==> src/rtl/rv32i_mem_port_arbiter_pkg.sv <==
// Shared types and constants for the rv32i memory port arbiter.
// Used by the top module and the priority selector.
package rv32i_mem_port_arbiter_pkg;

  typedef enum logic {
    IDLE = 1'b0,
    BUSY = 1'b1
  } arb_state_t;

  typedef enum logic [1:0] {
    OWN_NONE  = 2'd0,
    OWN_FETCH = 2'd1,
    OWN_LSU   = 2'd2,
    OWN_EXT   = 2'd3
  } owner_t;

  localparam int unsigned STARVE_LIMIT_DEFAULT = 4;

  // Width of a counter that must be able to hold the value `limit`.
  function automatic int unsigned starve_cnt_width(input int unsigned limit);
    return (limit < 2) ? 1 : $clog2(limit + 1);
  endfunction

endpackage

==> src/rtl/rv32i_mem_port_arbiter_priority_sel.sv <==
// Combinational winner selection for the memory port: ext > lsu > fetch,
// with an optional promotion of fetch above lsu (never above ext).
module rv32i_mem_port_arbiter_priority_sel
  import rv32i_mem_port_arbiter_pkg::*;
(
  input  logic       i_fetch_req,
  input  logic       i_fetch_flush,
  input  logic       i_fetch_promote,
  input  logic       i_lsu_req,
  input  logic       i_ext_req,
  output logic [1:0] o_winner
);

  logic   fetch_ok;
  owner_t winner;

  always_comb begin
    // A flush in the same cycle would fetch down the wrong path.
    fetch_ok = i_fetch_req & ~i_fetch_flush;
    winner   = OWN_NONE;
    if (i_ext_req) begin
      winner = OWN_EXT;
    end else if (fetch_ok && i_fetch_promote) begin
      winner = OWN_FETCH;
    end else if (i_lsu_req) begin
      winner = OWN_LSU;
    end else if (fetch_ok) begin
      winner = OWN_FETCH;
    end
  end

  assign o_winner = winner;

endmodule

==> src/rtl/rv32i_mem_port_arbiter.sv <==
// Single-port memory arbiter for fetch, load/store and external program load.
// Define RV32I_ARB_STARVE_GUARD_EN to enable the fetch starvation guard.
module rv32i_mem_port_arbiter
  import rv32i_mem_port_arbiter_pkg::*;
#(
  parameter int unsigned STARVE_LIMIT = STARVE_LIMIT_DEFAULT,
  parameter int unsigned ADDR_W       = 32
) (
  input  logic              i_clk,
  input  logic              i_rst_n,

  input  logic              i_fetch_req,
  input  logic [ADDR_W-1:0] i_fetch_addr,
  input  logic              i_fetch_flush,
  output logic              o_fetch_gnt,
  output logic              o_fetch_rvalid,
  output logic [31:0]       o_fetch_rdata,

  input  logic              i_lsu_req,
  input  logic              i_lsu_we,
  input  logic [ADDR_W-1:0] i_lsu_addr,
  input  logic [31:0]       i_lsu_wdata,
  output logic              o_lsu_gnt,
  output logic              o_lsu_rvalid,
  output logic [31:0]       o_lsu_rdata,

  input  logic              i_ext_req,
  input  logic [ADDR_W-1:0] i_ext_addr,
  input  logic [31:0]       i_ext_wdata,
  output logic              o_ext_gnt,
  output logic              o_ext_done,

  output logic              o_mem_en,
  output logic              o_mem_we,
  output logic [ADDR_W-1:0] o_mem_addr,
  output logic [31:0]       o_mem_wdata,
  input  logic              i_mem_valid,
  input  logic [31:0]       i_mem_rdata
);

  arb_state_t state;
  owner_t     owner;
  owner_t     winner;
  logic [1:0] winner_raw;
  logic       drop;
  logic       fetch_promote;

  rv32i_mem_port_arbiter_priority_sel u_priority_sel (
    .i_fetch_req     (i_fetch_req),
    .i_fetch_flush   (i_fetch_flush),
    .i_fetch_promote (fetch_promote),
    .i_lsu_req       (i_lsu_req),
    .i_ext_req       (i_ext_req),
    .o_winner        (winner_raw)
  );

  assign winner = owner_t'(winner_raw);

`ifdef RV32I_ARB_STARVE_GUARD_EN
  localparam int unsigned CntW = starve_cnt_width(STARVE_LIMIT);

  logic [CntW-1:0] starve_cnt;
  logic            fetch_lost;

  // Only a grant to another requester counts as a lost arbitration.
  assign fetch_lost    = i_fetch_req && (winner != OWN_FETCH) && (winner != OWN_NONE);
  assign fetch_promote = (32'(starve_cnt) >= STARVE_LIMIT);

  always_ff @(posedge i_clk) begin
    if (!i_rst_n) begin
      starve_cnt <= '0;
    end else if (state == IDLE) begin
      if (winner == OWN_FETCH) begin
        starve_cnt <= '0;
      end else if (fetch_lost && (32'(starve_cnt) < STARVE_LIMIT)) begin
        starve_cnt <= starve_cnt + 1'b1;
      end
    end
  end
`else
  assign fetch_promote = 1'b0;
`endif

  always_ff @(posedge i_clk) begin
    if (!i_rst_n) begin
      state          <= IDLE;
      owner          <= OWN_NONE;
      drop           <= 1'b0;
      o_fetch_gnt    <= 1'b0;
      o_fetch_rvalid <= 1'b0;
      o_fetch_rdata  <= '0;
      o_lsu_gnt      <= 1'b0;
      o_lsu_rvalid   <= 1'b0;
      o_lsu_rdata    <= '0;
      o_ext_gnt      <= 1'b0;
      o_ext_done     <= 1'b0;
      o_mem_en       <= 1'b0;
      o_mem_we       <= 1'b0;
      o_mem_addr     <= '0;
      o_mem_wdata    <= '0;
    end else begin
      o_fetch_gnt    <= 1'b0;
      o_lsu_gnt      <= 1'b0;
      o_ext_gnt      <= 1'b0;
      o_fetch_rvalid <= 1'b0;
      o_lsu_rvalid   <= 1'b0;
      o_ext_done     <= 1'b0;

      unique case (state)
        IDLE: begin
          drop <= 1'b0;
          unique case (winner)
            OWN_EXT: begin
              o_ext_gnt   <= 1'b1;
              o_mem_en    <= 1'b1;
              o_mem_we    <= 1'b1;
              o_mem_addr  <= i_ext_addr;
              o_mem_wdata <= i_ext_wdata;
              owner       <= OWN_EXT;
              state       <= BUSY;
            end
            OWN_LSU: begin
              o_lsu_gnt   <= 1'b1;
              o_mem_en    <= 1'b1;
              o_mem_we    <= i_lsu_we;
              o_mem_addr  <= i_lsu_addr;
              o_mem_wdata <= i_lsu_wdata;
              owner       <= OWN_LSU;
              state       <= BUSY;
            end
            OWN_FETCH: begin
              o_fetch_gnt <= 1'b1;
              o_mem_en    <= 1'b1;
              o_mem_we    <= 1'b0;
              o_mem_addr  <= i_fetch_addr;
              owner       <= OWN_FETCH;
              state       <= BUSY;
            end
            default: begin
              owner <= OWN_NONE;
            end
          endcase
        end

        BUSY: begin
          if ((owner == OWN_FETCH) && i_fetch_flush) begin
            drop <= 1'b1;
          end
          if (i_mem_valid) begin
            o_mem_en <= 1'b0;
            o_mem_we <= 1'b0;
            owner    <= OWN_NONE;
            drop     <= 1'b0;
            state    <= IDLE;
            case (owner)
              OWN_FETCH: begin
                // A flush landing on the completion cycle also kills the response.
                if (!(drop || i_fetch_flush)) begin
                  o_fetch_rvalid <= 1'b1;
                  o_fetch_rdata  <= i_mem_rdata;
                end
              end
              OWN_LSU: begin
                o_lsu_rvalid <= 1'b1;
                if (!o_mem_we) begin
                  o_lsu_rdata <= i_mem_rdata;
                end
              end
              OWN_EXT: begin
                o_ext_done <= 1'b1;
              end
              default: begin
                o_ext_done <= 1'b0;
              end
            endcase
          end
        end

        default: begin
          state <= IDLE;
        end
      endcase
    end
  end

endmodule

==> config.mk <==
export PLATFORM = sky130hd
export DESIGN_NAME = rv32i_mem_port_arbiter
export DESIGN_NICKNAME = d
export VERILOG_FILES = /design/src/rtl/rv32i_mem_port_arbiter_pkg.sv /design/src/rtl/rv32i_mem_port_arbiter_priority_sel.sv /design/src/rtl/rv32i_mem_port_arbiter.sv
export SDC_FILE = /design/constraint.sdc
export NUM_CORES = 1
export LEC_CHECK = 0
export CAP_MARGIN = 20
export CORE_MARGIN = 10
export CORE_UTILIZATION = 42
export CTS_CLUSTER_DIAMETER = 80
export DETAILED_ROUTE_END_ITERATION = 7
export PLACE_DENSITY_LB_ADDON = 0.12
export SLEW_MARGIN = 5
export SYNTH_ARGS = -nofsm -noshare
export SYNTH_HDL_FRONTEND = slang
export SYNTH_SLANG_ARGS = --single-unit
==> constraint.sdc <==
create_clock -name i_clk -period 3.4 [get_ports i_clk]
set_clock_uncertainty 0.2 [all_clocks]
set_input_delay 0.68 -clock i_clk [delete_from_list [all_inputs] [get_ports i_clk]]
set_output_delay 0.68 -clock i_clk [all_outputs]
set_load 0.01 [all_outputs]
==> run summary <==
On the final layout, the worst hold slack is 0.250 ns. Before antenna repair, the detailed router went through 4 iterations. After synthesis, the largest family of logic cells by area is compound AO/OA/AOI/OAI gates. The tools report the overall routed net length as 22000 um.

Clock tree synthesis found a total of 140 sinks. Setup repair after global routing left no endpoint under its margin. Summing all flip-flop and latch instances after layout gives 2800 um2. The minimum setup slack in the final design was 0.950 ns; the synthesized netlist cell count was 696. The slowest stage of the critical path belongs to the cell sky130_fd_sc_hd__clkdlybuf4s50_1. Tracing the worst setup path back leads to its startpoint at i_ext_req. The floorplan has 44 rows. After clock tree synthesis, the clock-pin slew on the worst setup and hold paths is 0.06 ns. On the worst path, the slowest cell contributes a delay of 0.69 ns.

The region available for standard cell placement spans 14400 um2. The portion of synthesized area spent on multiplexers is 5.23%. The critical path is of the input pin to flop type. For this block, the initial DRC count from the detailed router was 235.

In this run the worst path has a maximum fanout of 64. The slew at the pin with the worst max-slew slack is 0.776 ns, and the post-synthesis to final-layout area growth is 65.8%. Of the total synthesized cell area, the portion taken by XOR and XNOR cells is 0%. Summing the areas of all fa, ha and maj instances in the mapped netlist gives 0% of the synthesized area. Once the clock tree was built, the resizer swapped 0 gates to a different size.

The tools report the start point of the worst hold path as o_fetch_rdata[28]$_SDFFE_PN0P_. The post-placement setup slack is 0.600 ns. The tools report the number of library cell types mapped by synthesis as 31. The kind of path behind the tightest hold check was flop to flop. The tool flagged a number of max-cap violations equal to 0. For the combinational power share, the log shows 18.5%. The area fraction in compound gates after synthesis was 27.7%; the post-layout net count was 1195. The final critical path time including I/O delays and setup was 2.45 ns; the number of hold violations in the final report was 0. The initial antenna violation count is 1. The area enclosed by the die boundary was 19800 um2.

The number of buffers inserted by post-CTS setup repair came out at 0. The internal power of the cells totals 3440 uW. For this run, design rule violations remaining after detail routing come to 0. The worst pin sits at a relative slew slack of 48.3%. The tools report the wire length of the first global-routing pass as 33200 um. The signal on the critical path passes through clkdlybuf4s50_1 > nor2_1 > a21oi_4 > buf_4 > o21ai_0 > a21oi_1. The floorplan die height is 141 um. The number of nets still failing antenna checks after routing was 0.

TritonCTS built the clock tree. The number of nets handed over by synthesis was 896. Global placer's final weighted congestion: 0.790. Reg-to-reg critical path startpoint: state$_SDFF_PN0_. The logs give 9550 um2 for the cell area after placement and 6017 for the via count. Cell at the root of the clock tree: sky130_fd_sc_hd__clkbuf_16. In the finished design, the share of the clock period the worst path needs comes to 72.0%.

For the largest vdd supply drop, the log shows 0.000349 V. Hold repair after CTS inserted 0 buffers. The logs give 408 MHz for the maximum frequency from static timing analysis and 45.8% for the part of the Yosys area used for sequential elements.

Setup violations remaining at the end of the flow were counted as 0. The effective utilization at floorplan is 42.5%. Entering global routing, the biggest net connects 83 pins.

For the remaining global-route overflow, the log shows 0. Summed over all nets, the switching power comes to 1050 uW. The wire-length estimate of the detail-placed layout is 16600 um.

The H-tree was split into 4 levels. The mapped netlist covers 6120 um2. Cell class contributing the biggest share of worst-path delay: buffers and inverters.

Critical path launch point type: an input pin. The clock reaches the later pin of the worst-skew pair after 0.41 ns. Cells fill 70.4% of the core in the end. The logs give 2.58 ns for the arrival time at the worst endpoint and 17 for the total clock buffers created by CTS. In this run the count of I/O pins placed on the die edge is 336. The count of buffers inserted at the top-level ports is 335, and the setup TNS is 0 ns.

The tools report the final-report max-slew violation count as 0. The area share of and/or/nand/nor cells after synthesis was 16.0%. The run finished with clean final reports.

The run gives 21.1% as the all-layer global routing usage. The vias per cell works out to 5.05. The logs give 3.53 ns for the required time of the critical path and 39.8% for the power share of the sequential group.

Dividing total power by cell area gives a power density of 443 nW/um2. The synthesis warning total was 0; the width of the chip was 141 um. For the via count of the first global-routing pass, the log shows 6093. Fill cells in the final layout number 1185. The share of final-layout standard cells stronger than drive strength 1 is 4.67%.

A synthesized cell averages 8.80 um2. The clock network burns 41.6% of the power. The area of all placed cells without fillers came out at 10100 um2. Critical path capture point type: a flop.

After synthesis the netlist holds a flip-flop and latch count of 140. The analysis attributes to cell leakage a power of 0.00394 uW. The deepest clock path buffer count was 2; the net switching fraction of the power was 23.4%. The mean routed wirelength per cell came out at 18.5 um.

Summing all multi-input logic gate instances after layout gives 3040 um2. Together, buffers and inverters on the worst path number 2.
cells by family after synthesis:
family	Yosys count
DFF	140
and+or+nand+nor	221
AOI/OAI and AO/OA	234
muxes	32
buffers and inverters	69
power by group through the flow:
stage	sequential [uW]	combinational, uW	clock, uW
floorplan	1860	303	0
global placement	1820	833	0
detailed placement	1820	838	0
CTS	1790	842	1890
global route	1800	898	1980
finish	1790	834	1870
layout by cell type (no fill, tap or decap), types with 5 or more instances in the layout:
cell | Yosys | routed
sky130_fd_sc_hd__clkdlybuf4s50_1 | 0 | 333
sky130_fd_sc_hd__nand2_1 | 162 | 162
sky130_fd_sc_hd__mux2i_1 | 32 | 32
sky130_fd_sc_hd__buf_4 | 4 | 10
sky130_fd_sc_hd__a2bb2oi_1 | 32 | 32
sky130_fd_sc_hd__a21boi_1 | 34 | 34
sky130_fd_sc_hd__dfxtp_1 | 140 | 140
sky130_fd_sc_hd__a21oi_1 | 37 | 36
sky130_fd_sc_hd__a22oi_1 | 32 | 32
sky130_fd_sc_hd__clkbuf_1 | 34 | 5
sky130_fd_sc_hd__nor2_1 | 9 | 8
sky130_fd_sc_hd__clkbuf_16 | 0 | 17
sky130_fd_sc_hd__o21ai_0 | 34 | 34
sky130_fd_sc_hd__o211a_1 | 32 | 32
sky130_fd_sc_hd__nor2b_1 | 37 | 35
sky130_fd_sc_hd__a21boi_0 | 30 | 30
final cells by class:
| cell class | instances | share of cell area [%] |
|---|---|---|
| clock buffers | 25 | 4.78 |
| flip-flops and latches | 140 | 27.6 |
| diodes | 1 | 0.0247 |
| multi-input cells | 487 | 29.9 |
| inverters | 2 | 0.0740 |
| clock inverters | 6 | 1.08 |
| well taps | 184 | 2.27 |
| repair buffers | 347 | 34.2 |
metal layers:
layer  GRT usage (%)  vias up  part of all wire, %
met3            10.2       23                  9.8
met4            7.34        0                  1.7
met5               0        -                    0
met1            21.6     2756                   38
met2            36.6      215                   51
li1                -     3023                    -
path summary, 6_finish.rpt:
check | end | cells after the start | slack [ns]
worst min-delay path | o_fetch_rdata[28]$_SDFFE_PN0P_ | 2 | 0.25
worst max register to register | o_lsu_rdata[3]$_SDFFE_PN0P_ | 5 | 1.38
worst min register to register | o_fetch_rdata[28]$_SDFFE_PN0P_ | 2 | 0.25
worst max-delay path | o_mem_addr[14]$_SDFFE_PN0P_ | 6 | 0.95
worst register-to-register path: cells and delay by family, from the launching register on:
kind,cells,cell delay (ns)
simple gates,3,0.73
flops,1,0.63
buf+inv,1,0.26
compound gates,1,0.09
per-stage QoR:
| stage | instances | total power, uW |
|---|---|---|
| 6_report | 1192 | 4490 |
| 5_1_grt | 1192 | 4670 |
| 4_1_cts | 1191 | 4530 |
| 3_5_place_dp | 1160 | 2660 |
| 3_3_place_gp | 1160 | 2650 |
| 2_1_floorplan | 696 | 2160 |
registers in the layout, indices dropped and copies added (netlist names), 2 cells and up:
name,count
o_fetch_rdata,32
o_lsu_rdata,32
o_mem_addr,32
o_mem_wdata,32
owner,2
cells in the mapped netlist:
cell type	number	area [um2]
sky130_fd_sc_hd__nand2_1	162	608
sky130_fd_sc_hd__dfxtp_1	140	2800
sky130_fd_sc_hd__a21oi_1	37	185
sky130_fd_sc_hd__nor2b_1	37	231
sky130_fd_sc_hd__a21boi_1	34	255
sky130_fd_sc_hd__clkbuf_1	34	128
sky130_fd_sc_hd__o21ai_0	34	170
sky130_fd_sc_hd__a22oi_1	32	240
sky130_fd_sc_hd__a2bb2oi_1	32	280
sky130_fd_sc_hd__mux2i_1	32	320
sky130_fd_sc_hd__o211a_1	32	320
sky130_fd_sc_hd__a21boi_0	30	225
sky130_fd_sc_hd__buf_2	22	110
sky130_fd_sc_hd__nor2_1	9	33.8
sky130_fd_sc_hd__buf_1	4	15.0
sky130_fd_sc_hd__buf_4	4	30.0
sky130_fd_sc_hd__buf_6	3	33.8
sky130_fd_sc_hd__inv_1	2	7.51
sky130_fd_sc_hd__nand2b_1	2	12.5
sky130_fd_sc_hd__nand4_1	2	12.5
sky130_fd_sc_hd__nor4_1	2	12.5
sky130_fd_sc_hd__and2_1	1	6.26
sky130_fd_sc_hd__and2b_1	1	7.51
sky130_fd_sc_hd__and3b_1	1	8.76
sky130_fd_sc_hd__nand2_4	1	11.3
sky130_fd_sc_hd__nor3b_1	1	7.51
sky130_fd_sc_hd__nor4b_2	1	15.0
sky130_fd_sc_hd__o211ai_1	1	7.51
sky130_fd_sc_hd__o21ai_1	1	5.00
sky130_fd_sc_hd__o311a_1	1	10.0
sky130_fd_sc_hd__or4b_1	1	10.0
Power figures use the tool's default switching activity.
